$ cat config.mk
export PLATFORM = sky130hd
export DESIGN_NAME = meter_peak_writer_flat
export DESIGN_NICKNAME = d
export VERILOG_FILES = /design/src/rtl/meter_peak_writer_if.sv /design/src/rtl/meter_peak_writer.sv /design/src/flat_wrapper.sv
export SDC_FILE = /design/constraint.sdc
export NUM_CORES = 2
export LEC_CHECK = 0
export ABC_AREA = 1
export BUFFER_PORTS_ARGS = -buffer_cell sky130_fd_sc_hd__buf_2
export CORE_AREA = 8 8 297 299
export DETAILED_ROUTE_END_ITERATION = 16
export DIE_AREA = 0 0 305 307
export GPL_TIMING_DRIVEN = 0
export PLACE_DENSITY = 0.87
export SYNTH_ARGS = -nofsm -noshare
export SYNTH_HDL_FRONTEND = slang
export SYNTH_SLANG_ARGS = --single-unit
export TNS_END_PERCENT = 100
$ cat constraint.sdc
create_clock -name dsp_clk -period 6 [get_ports dsp_clk]
set_clock_uncertainty 0.2 [all_clocks]
set_input_delay 0.6 -clock dsp_clk [delete_from_list [all_inputs] [get_ports dsp_clk]]
set_output_delay 0.6 -clock dsp_clk [all_outputs]
set_load 0.05 [all_outputs]
$ cat src/rtl/meter_peak_writer_if.sv
// Meter RAM write bus: address, data and write strobe produced by the
// peak metering engine and consumed by the meter RAM.
interface meter_peak_writer_if #(
    parameter int ADDR_WIDTH = 8,
    parameter int DATA_WIDTH = 24
);
    logic [ADDR_WIDTH-1:0] meter_wr_addr;
    logic [DATA_WIDTH-1:0] meter_wr_data;
    logic                  meter_wr_en;

    modport master (
        output meter_wr_addr,
        output meter_wr_data,
        output meter_wr_en
    );

    modport slave (
        input meter_wr_addr,
        input meter_wr_data,
        input meter_wr_en
    );
endinterface

$ cat src/rtl/meter_peak_writer.sv
// Per-channel peak metering engine. Once per frame it snapshots all input
// and output channels, folds their absolute values into per-channel peaks,
// and at the end of each window flushes the peaks into one of two ping-pong
// banks of the meter RAM, finishing with a status word {bank, seq}.
module meter_peak_writer #(
    parameter int IO_WIDTH         = 24,
    parameter int NUM_IN           = 8,
    parameter int NUM_OUT          = 8,
    parameter int WINDOW_FRAMES    = 1024,
    parameter int METER_ADDR_WIDTH = 8,
    parameter int BANK_STRIDE      = 32,
    parameter int STATUS_ADDR      = 255
) (
    input  logic                               dsp_clk,
    input  logic                               reset_n,
    input  logic                               frame_tick,
    input  logic [0:NUM_IN-1][IO_WIDTH-1:0]    audio_inputs,
    input  logic [0:NUM_OUT-1][IO_WIDTH-1:0]   audio_outputs,
    input  logic                               clear,
    meter_peak_writer_if.master                meter,
    output logic                               busy,
    output logic                               overrun
);
    localparam int NUM_CH = NUM_IN + NUM_OUT;
    // Step counter must reach NUM_CH+1 (status write, then the exit step).
    localparam int CH_W   = $clog2(NUM_CH + 2);
    localparam int IDX_W  = (NUM_CH > 1) ? $clog2(NUM_CH) : 1;

    localparam logic [CH_W-1:0]     LAST_CH     = CH_W'(NUM_CH - 1);
    localparam logic [CH_W-1:0]     STATUS_STEP = CH_W'(NUM_CH);
    localparam logic [CH_W-1:0]     DONE_STEP   = CH_W'(NUM_CH + 1);
    localparam logic [15:0]         LAST_FRAME  = 16'(WINDOW_FRAMES - 1);
    localparam logic [IO_WIDTH-1:0] MAX_POS     = {1'b0, {(IO_WIDTH-1){1'b1}}};
    localparam logic [IO_WIDTH-1:0] MIN_NEG     = {1'b1, {(IO_WIDTH-1){1'b0}}};

    typedef enum logic [1:0] {
        IDLE  = 2'd0,
        ACCUM = 2'd1,
        FLUSH = 2'd2
    } state_t;

    state_t                  state_reg, state_next;
    logic [CH_W-1:0]         ch_reg;
    logic [15:0]             frame_cnt_reg;
    logic [15:0]             seq_reg;
    logic                    wbank_reg;
    logic                    overrun_reg;

    logic [METER_ADDR_WIDTH-1:0] wr_addr_reg, wr_addr_next;
    logic [IO_WIDTH-1:0]         wr_data_reg, wr_data_next;
    logic                        wr_en_reg, wr_en_next;

    logic [IO_WIDTH-1:0]     snap_bus [NUM_CH];
    logic [IO_WIDTH-1:0]     peak_bus [NUM_CH];

    logic [IDX_W-1:0]        ch_idx;
    logic [IO_WIDTH-1:0]     cur_sample;
    logic [IO_WIDTH-1:0]     cur_abs;
    logic                    capture;
    logic                    accum_last;
    logic [15:0]             seq_plus;
    logic [METER_ADDR_WIDTH-1:0] bank_base;
    logic [IO_WIDTH-1:0]     status_word;

    assign ch_idx      = ch_reg[IDX_W-1:0];
    assign capture     = (state_reg == IDLE) && frame_tick && !clear;
    assign accum_last  = (state_reg == ACCUM) && (ch_reg == LAST_CH);
    assign seq_plus    = seq_reg + 16'd1;
    assign bank_base   = wbank_reg ? METER_ADDR_WIDTH'(BANK_STRIDE) : '0;
    assign status_word = IO_WIDTH'({wbank_reg, seq_plus});

    // Absolute value of the channel being accumulated; the most negative code saturates.
    always_comb begin
        cur_sample = snap_bus[ch_idx];
        if (cur_sample == MIN_NEG) begin
            cur_abs = MAX_POS;
        end else if (cur_sample[IO_WIDTH-1]) begin
            cur_abs = -cur_sample;
        end else begin
            cur_abs = cur_sample;
        end
    end

    // Per-channel snapshot and peak registers; channels 0..NUM_IN-1 are inputs, the rest outputs.
    genvar gi;
    generate
        for (gi = 0; gi < NUM_CH; gi++) begin : g_ch
            logic [IO_WIDTH-1:0] sample_in;
            logic [IO_WIDTH-1:0] snap_reg;
            logic [IO_WIDTH-1:0] peak_reg;

            if (gi < NUM_IN) begin : g_in
                assign sample_in = audio_inputs[gi];
            end else begin : g_out
                assign sample_in = audio_outputs[gi - NUM_IN];
            end

            // Capture this channel's sample when a frame is accepted.
            always_ff @(posedge dsp_clk or negedge reset_n) begin
                if (!reset_n) begin
                    snap_reg <= '0;
                end else if (capture) begin
                    snap_reg <= sample_in;
                end
            end

            // Track the running peak; zero it on clear or once flushed to RAM.
            always_ff @(posedge dsp_clk or negedge reset_n) begin
                if (!reset_n) begin
                    peak_reg <= '0;
                end else if (clear) begin
                    peak_reg <= '0;
                end else if (state_reg == ACCUM && ch_reg == CH_W'(gi)) begin
                    if (cur_abs > peak_reg) begin
                        peak_reg <= cur_abs;
                    end
                end else if (state_reg == FLUSH && ch_reg == CH_W'(gi)) begin
                    peak_reg <= '0;
                end
            end

            assign snap_bus[gi] = snap_reg;
            assign peak_bus[gi] = peak_reg;
        end
    endgenerate

    // State register.
    always_ff @(posedge dsp_clk or negedge reset_n) begin
        if (!reset_n) begin
            state_reg <= IDLE;
        end else begin
            state_reg <= state_next;
        end
    end

    // Next-state logic; clear aborts to IDLE from anywhere.
    always_comb begin
        state_next = state_reg;
        if (clear) begin
            state_next = IDLE;
        end else begin
            case (state_reg)
                IDLE: begin
                    if (frame_tick) begin
                        state_next = ACCUM;
                    end
                end
                ACCUM: begin
                    if (ch_reg == LAST_CH) begin
                        state_next = (frame_cnt_reg == LAST_FRAME) ? FLUSH : IDLE;
                    end
                end
                FLUSH: begin
                    if (ch_reg == DONE_STEP) begin
                        state_next = IDLE;
                    end
                end
                default: state_next = IDLE;
            endcase
        end
    end

    // Output logic: next values for the registered RAM write port.
    always_comb begin
        wr_en_next   = 1'b0;
        wr_addr_next = '0;
        wr_data_next = '0;
        if (!clear && state_reg == FLUSH) begin
            if (ch_reg < STATUS_STEP) begin
                wr_en_next   = 1'b1;
                wr_addr_next = bank_base + METER_ADDR_WIDTH'(ch_reg);
                wr_data_next = peak_bus[ch_idx];
            end else if (ch_reg == STATUS_STEP) begin
                wr_en_next   = 1'b1;
                wr_addr_next = METER_ADDR_WIDTH'(STATUS_ADDR);
                wr_data_next = status_word;
            end
        end
    end

    // Registered RAM write port.
    always_ff @(posedge dsp_clk or negedge reset_n) begin
        if (!reset_n) begin
            wr_en_reg   <= 1'b0;
            wr_addr_reg <= '0;
            wr_data_reg <= '0;
        end else begin
            wr_en_reg   <= wr_en_next;
            wr_addr_reg <= wr_addr_next;
            wr_data_reg <= wr_data_next;
        end
    end

    // Step counter, window frame counter, bank/sequence bookkeeping and sticky overrun.
    always_ff @(posedge dsp_clk or negedge reset_n) begin
        if (!reset_n) begin
            ch_reg        <= '0;
            frame_cnt_reg <= '0;
            seq_reg       <= '0;
            wbank_reg     <= 1'b0;
            overrun_reg   <= 1'b0;
        end else begin
            if (state_next != state_reg) begin
                ch_reg <= '0;
            end else if (state_reg != IDLE) begin
                ch_reg <= ch_reg + CH_W'(1);
            end

            if (clear) begin
                frame_cnt_reg <= '0;
            end else if (accum_last) begin
                frame_cnt_reg <= (frame_cnt_reg == LAST_FRAME) ? 16'd0 : frame_cnt_reg + 16'd1;
            end

            if (!clear && state_reg == FLUSH && ch_reg == STATUS_STEP) begin
                seq_reg   <= seq_plus;
                wbank_reg <= ~wbank_reg;
            end

            if (clear) begin
                overrun_reg <= 1'b0;
            end else if (frame_tick && state_reg != IDLE) begin
                overrun_reg <= 1'b1;
            end
        end
    end

    assign meter.meter_wr_addr = wr_addr_reg;
    assign meter.meter_wr_data = wr_data_reg;
    assign meter.meter_wr_en   = wr_en_reg;
    assign busy                = (state_reg != IDLE);
    assign overrun             = overrun_reg;

endmodule
$ cat src/flat_wrapper.sv
// flat-port wrapper written by rule: the top's interface ports become plain ports
module meter_peak_writer_flat 
#(
    parameter int IO_WIDTH         = 24,
    parameter int NUM_IN           = 8,
    parameter int NUM_OUT          = 8,
    parameter int WINDOW_FRAMES    = 1024,
    parameter int METER_ADDR_WIDTH = 8,
    parameter int BANK_STRIDE      = 32,
    parameter int STATUS_ADDR      = 255
)
  (dsp_clk, reset_n, frame_tick, audio_inputs, audio_outputs, clear, busy, overrun, meter_meter_wr_addr, meter_meter_wr_data, meter_meter_wr_en);
  meter_peak_writer_if meter_i ();
  input  logic dsp_clk;
  input  logic reset_n;
  input  logic frame_tick;
  input  logic [0:NUM_IN-1][IO_WIDTH-1:0] audio_inputs;
  input  logic [0:NUM_OUT-1][IO_WIDTH-1:0] audio_outputs;
  input  logic clear;
  output logic busy;
  output logic overrun;
  output wire logic [$bits(meter_i.meter_wr_addr)-1:0] meter_meter_wr_addr;
  output wire logic [$bits(meter_i.meter_wr_data)-1:0] meter_meter_wr_data;
  output wire logic [$bits(meter_i.meter_wr_en)-1:0] meter_meter_wr_en;
  assign meter_meter_wr_addr = meter_i.meter_wr_addr;
  assign meter_meter_wr_data = meter_i.meter_wr_data;
  assign meter_meter_wr_en = meter_i.meter_wr_en;
  meter_peak_writer #(.IO_WIDTH(IO_WIDTH), .NUM_IN(NUM_IN), .NUM_OUT(NUM_OUT), .WINDOW_FRAMES(WINDOW_FRAMES), .METER_ADDR_WIDTH(METER_ADDR_WIDTH), .BANK_STRIDE(BANK_STRIDE), .STATUS_ADDR(STATUS_ADDR)) u_core (.dsp_clk(dsp_clk), .reset_n(reset_n), .frame_tick(frame_tick), .audio_inputs(audio_inputs), .audio_outputs(audio_outputs), .clear(clear), .meter(meter_i), .busy(busy), .overrun(overrun));
endmodule
==> impl_metrics.json, run 1 <==
{
  "overflow": 36,
  "start_util_pct": 59.7,
  "io_pins": 423,
  "globalplace.congestion": 1.09,
  "yosys.area_share.xor_xnor_pct": 0.247,
  "numPortBuffers": 422,
  "synth_edf_count": 0,
  "numCtsBuffers": 93,
  "grt_max_degree": 123,
  "die_y_um": 307,
  "grt_usage_pct": 61.1,
  "status": "did not finish",
  "place_inst": 8204,
  "grt_pass1_vias": 60160,
  "htreeDepth": 3,
  "dp_hpwl_um": 172000,
  "place_area_sq_mm": 0.0533,
  "root_buffer": "clkbuf_16",
  "ys_seq_area_share_pct": 42.3,
  "fp-row-count": 106,
  "grt_pass1_wl_um": 414000,
  "synth_area_sq_mm": 0.0497,
  "synth_top_family_by_area": "simple AND/OR/NAND/NOR gates",
  "synth_compound_area_share_pct": 14.1,
  "yosys_warnings": 0,
  "die_w_um": 305,
  "ys_types": 53,
  "clock_sinks": 840,
  "postSynthCellCount": 6693,
  "clock_path_buffers": 3,
  "syn_nets": 7473,
  "dp_slack_ps": -1970,
  "synthArstFlopShare_pct": 100,
  "yosys.area_share.adder_pct": 9.88,
  "synth_seq_cells": 840,
  "muxShareOfSynthArea_pct": 0,
  "ys.flop_type": "dfrtp_1",
  "stop_stage": "global routing (5_1_grt)",
  "yosys.area_share.simple_pct": 25.0,
  "error_line": "[ERROR GRT-0116] Global routing finished with congestion. Check the congestion regions in the DRC Viewer.",
  "syn_avg_cell_area_sq_um": 7.42
}
layer usage:
layer | track usage, % | GRT overflow
met1 | 64.7 | 3
met2 | 81.3 | 23
met3 | 38.4 | 1
met4 | 56.1 | 9
met5 | 14.8 | 0
cells by family after synthesis:
family | count (synthesis)
AND/OR/NAND/NOR | 3083
adder cells (fa/ha/maj) | 392
flip-flops | 840
AO/OA/AOI/OAI | 1338
buffers and inverters | 1026
XOR/XNOR | 14
timing repair:
action	4_1_cts
pin swaps	10
setup endpoints to repair	384
hold endpoints to repair	432
hold buffers	368
buffers inserted	13
gates resized for setup	104
cloned	4
synthesized netlist by cell type, drive strengths merged (15+ instances only):
master	n	share of area, %
ha	392	9.9
nand4	70	0.91
nor2	467	3.6
nor3	41	0.41
nand3	195	2.3
buf	120	1.6
dfrtp	840	42
inv	682	5.2
nand2	2269	17
nor4	24	0.30
o211ai	37	0.56
o22ai	35	0.44
a31oi	15	0.19
a21oi	409	4.1
clkbuf	219	1.7
o21ai	789	8.0
per-stage QoR:
stage | hold WS [ps] | util (%)
after floorplan | 104 | -
after global placement | 256 | 63.9
after detailed placement | 260 | 64.1
after CTS | 0.351 | 73.2
==> run 2, diff against run 1 <==
--- a/config.mk
+++ b/config.mk
@@ -7,11 +7,11 @@
 export LEC_CHECK = 0
 export ABC_AREA = 1
 export BUFFER_PORTS_ARGS = -buffer_cell sky130_fd_sc_hd__buf_2
-export CORE_AREA = 8 8 297 299
+export CORE_AREA = 8 8 362 364
 export DETAILED_ROUTE_END_ITERATION = 16
-export DIE_AREA = 0 0 305 307
+export DIE_AREA = 0 0 370 372
 export GPL_TIMING_DRIVEN = 0
-export PLACE_DENSITY = 0.87
+export PLACE_DENSITY_LB_ADDON = 0.15
 export SYNTH_ARGS = -nofsm -noshare
 export SYNTH_HDL_FRONTEND = slang
 export SYNTH_SLANG_ARGS = --single-unit
==> run 2 against run 1 <==
Compared with the run above:
- the flow now finishes, with violations (setup timing)
- synthesized cell count did not move
- synthesized area did not move
==> impl_metrics.json, run 2 <==
{
  "root_buffer": "clkbuf_16",
  "yosys_warnings": 0,
  "r2r_slack_ps": -10,
  "grt_setup_unrepaired": "yes",
  "area_delta_synth_final_pct": 26.5,
  "syn_avg_cell_area_sq_um": 7.42,
  "globalplace.congestion": 1.07,
  "ys.flop_type": "dfrtp_1",
  "peakVddDrop_mv": 0.429,
  "io_pins": 423,
  "drtAntennaViolNets": 0,
  "drive_gt1_share_pct": 11.8,
  "drt_wl_total_um": 250000,
  "clkTransAtPathRegs_ps": 60,
  "clock_path_buffers": 3,
  "setup_ws_ps": -10.9,
  "reg2reg_from": "u_core.ch_reg[0]",
  "violations": "setup timing",
  "numCtsBuffers": 101,
  "overflow": 0,
  "status": "finished, violations left",
  "final_cell_mix": "nand2_1, dfrtp_1, inv_1, o21ai_0, buf_2",
  "clk-insertion-delay-late_ps": 720,
  "vias": 52993,
  "path_class": "flop to flop",
  "required_ps": 6440,
  "holdPathEnd": "u_core.g_ch[15].snap_reg[1]",
  "ys_top_cells_by_area": "dfrtp_1, nand2_1, ha_1",
  "layout_commonest_cell": "nand2_1",
  "fin_area_sq_mm": 0.0628,
  "hold_start": "audio_outputs[1]",
  "cp.arrival_ps": 6460,
  "ys_types": 53,
  "power_mw": 28.2,
  "routedWlPerCell_um": 26.6,
  "ys_seq_area_share_pct": 42.3,
  "dr.first_iter.drc_count": 6020,
  "combPwrFrac_pct": 52.8,
  "tritoncts": "done",
  "drc": 0,
  "firstDrtPassIters": 8,
  "end_kind": "flop",
  "layout.nets": 8442,
  "fp-row-count": 130,
  "synth_area_sq_mm": 0.0497,
  "slew_headroom_pct": 1.28,
  "grt_pass1_wl_um": 352000,
  "place_inst": 8775,
  "nFillCells": 12189,
  "die_w_um": 370,
  "synth_top_cell_by_area": "dfrtp_1",
  "fin_crit_ps": 6010,
  "path_max_fanout": 11,
  "power_frac_clock_pct": 24.0,
  "final_cells": 9406,
  "tightest_slew_ps": 1480,
  "antenna_found_initial": 14,
  "routed_via_density": 5.63,
  "timing.final.crit_share_pct": 100,
  "powerDensity_mw_per_mm2": 450,
  "start_kind": "flop",
  "dp_hpwl_um": 179000,
  "intPower_mw": 15.1,
  "p_leak_nw": 30.8,
  "synth_edf_count": 0,
  "clock_sinks": 840,
  "hold_path_class": "input pin to flop",
  "htreeDepth": 3,
  "startpoint": "u_core.ch_reg[0]",
  "fmax_ghz": 0.166,
  "sw_frac_of_total_pct": 46.7,
  "reg2regPathDepth": 17,
  "switchingPower_mw": 13.2,
  "hold-worst-slack_ps": 46.3,
  "finalSetupViolCount": 2,
  "synthArstFlopShare_pct": 100,
  "postSynthCellCount": 6693,
  "pwr-share-seq_pct": 23.2,
  "synth_seq_cells": 840,
  "yosysMostFrequentCell": "nand2_1",
  "grt_usage_pct": 34.8,
  "die_y_um": 372,
  "start_util_pct": 39.7,
  "place_area_sq_mm": 0.0541,
  "hold_viol_final": 0,
  "synthTopCellsByCount": "nand2_1, dfrtp_1, inv_1",
  "syn_nets": 7473,
  "grt_max_degree": 118,
  "numPortBuffers": 422,
  "slew_violations": 0,
  "r2r_end": "u_core.g_ch[12].peak_reg[20]",
  "core_sq_mm": 0.125,
  "dieArea_sq_mm": 0.138,
  "drv_cap": 0,
  "synth_top_area_share_pct": 42.3,
  "grt_pass1_vias": 51374,
  "holdPathStages": 3,
  "setup_tns_ps": -16.4
}
run 2: repair_timing:
item / 4_1_cts / 5_1_grt
pin swaps: 5 / 13
gates resized for setup: 125 / 130
setup endpoints to repair: 384 / 374
buffers inserted: 10 / 39
gates cloned: 0 / 8
hold endpoints to repair: 485 / 0
hold buffers: 381 / 0
run 2: kinds of logic (layout without fill, tap and decap cells):
family,count (synthesis),count (layout),share of synthesized area (%)
fa+ha+maj,392,392,9.88
flops,840,840,42.3
compound gates,1338,1338,14.1
xor+xnor,14,14,0.247
other cells,0,11,0
simple gates,3083,3083,25.0
buf+inv,1026,2078,8.44
run 2: layout make-up:
type	instances	area, sq um	area share [%]
inverter	687	2590	4.12
multi-input combinational	4827	24800	39.5
tap	1650	2060	3.29
clock inverter	43	614	0.978
clock buffer	143	2990	4.76
timing repair buffer	870	6780	10.8
buffer	335	1950	3.10
antenna	11	27.5	0.0438
sequential	840	21000	33.5
run 2: metal layers:
metal / share of wire, % / vias up / GRT usage (%)
met1: 38 / 25361 / 42.8
met2: 43 / 3128 / 54.1
met5: 0.022 / - / 0
met3: 9.5 / 883 / 7.25
li1: - / 23613 / -
met4: 9.1 / 8 / 25.5
run 2: worst max-delay path, stage by stage, from the launching register on:
cell and delay (ps):
dfrtp_1 420, buf_6 170, inv_4 90, buf_6 170, buf_4 210, clkbuf_4 330
clkdlybuf4s15_1 740, buf_2 490, ha_1 210, inv_1 60, nor2_1 700, inv_1 490
nor3_1 630, nand4_1 300, inv_1 160, clkbuf_2 300, nand3_1 120, nand2_1 70
run 2: through the flow:
step	setup WS (ps)	utilization, %
2_1_floorplan	1320	-
3_3_place_gp	-15040	43.1
3_5_place_dp	-2100	43.3
4_1_cts	0.816	49.6
5_1_grt	-22.8	50.3
6_report	-10.9	50.3
run 2: how the worst max path moves through the flow:
stage | endpoint | cells after the start
2_1_floorplan | u_core.g_ch[9].peak_reg[11] | 25
3_3_place_gp | u_core.g_ch[11].snap_reg[22] | 1
3_5_place_dp | u_core.g_ch[14].peak_reg[20] | 27
4_1_cts | u_core.g_ch[7].peak_reg[23] | 31
5_1_grt | u_core.g_ch[2].peak_reg[2] | 33
6_report | u_core.g_ch[12].peak_reg[20] | 17
run 2: power by group through the flow:
stage	registers [mW]	logic, mW	clock network [mW]
after global placement	6.63	12.8	0
after global routing	6.59	15.9	7.02
after CTS	6.52	13.6	6.80
after detailed placement	6.62	13.1	0
after floorplan	6.52	7.91	0
final	6.54	14.9	6.79
Note: power is estimated with default switching activity, not from simulation.
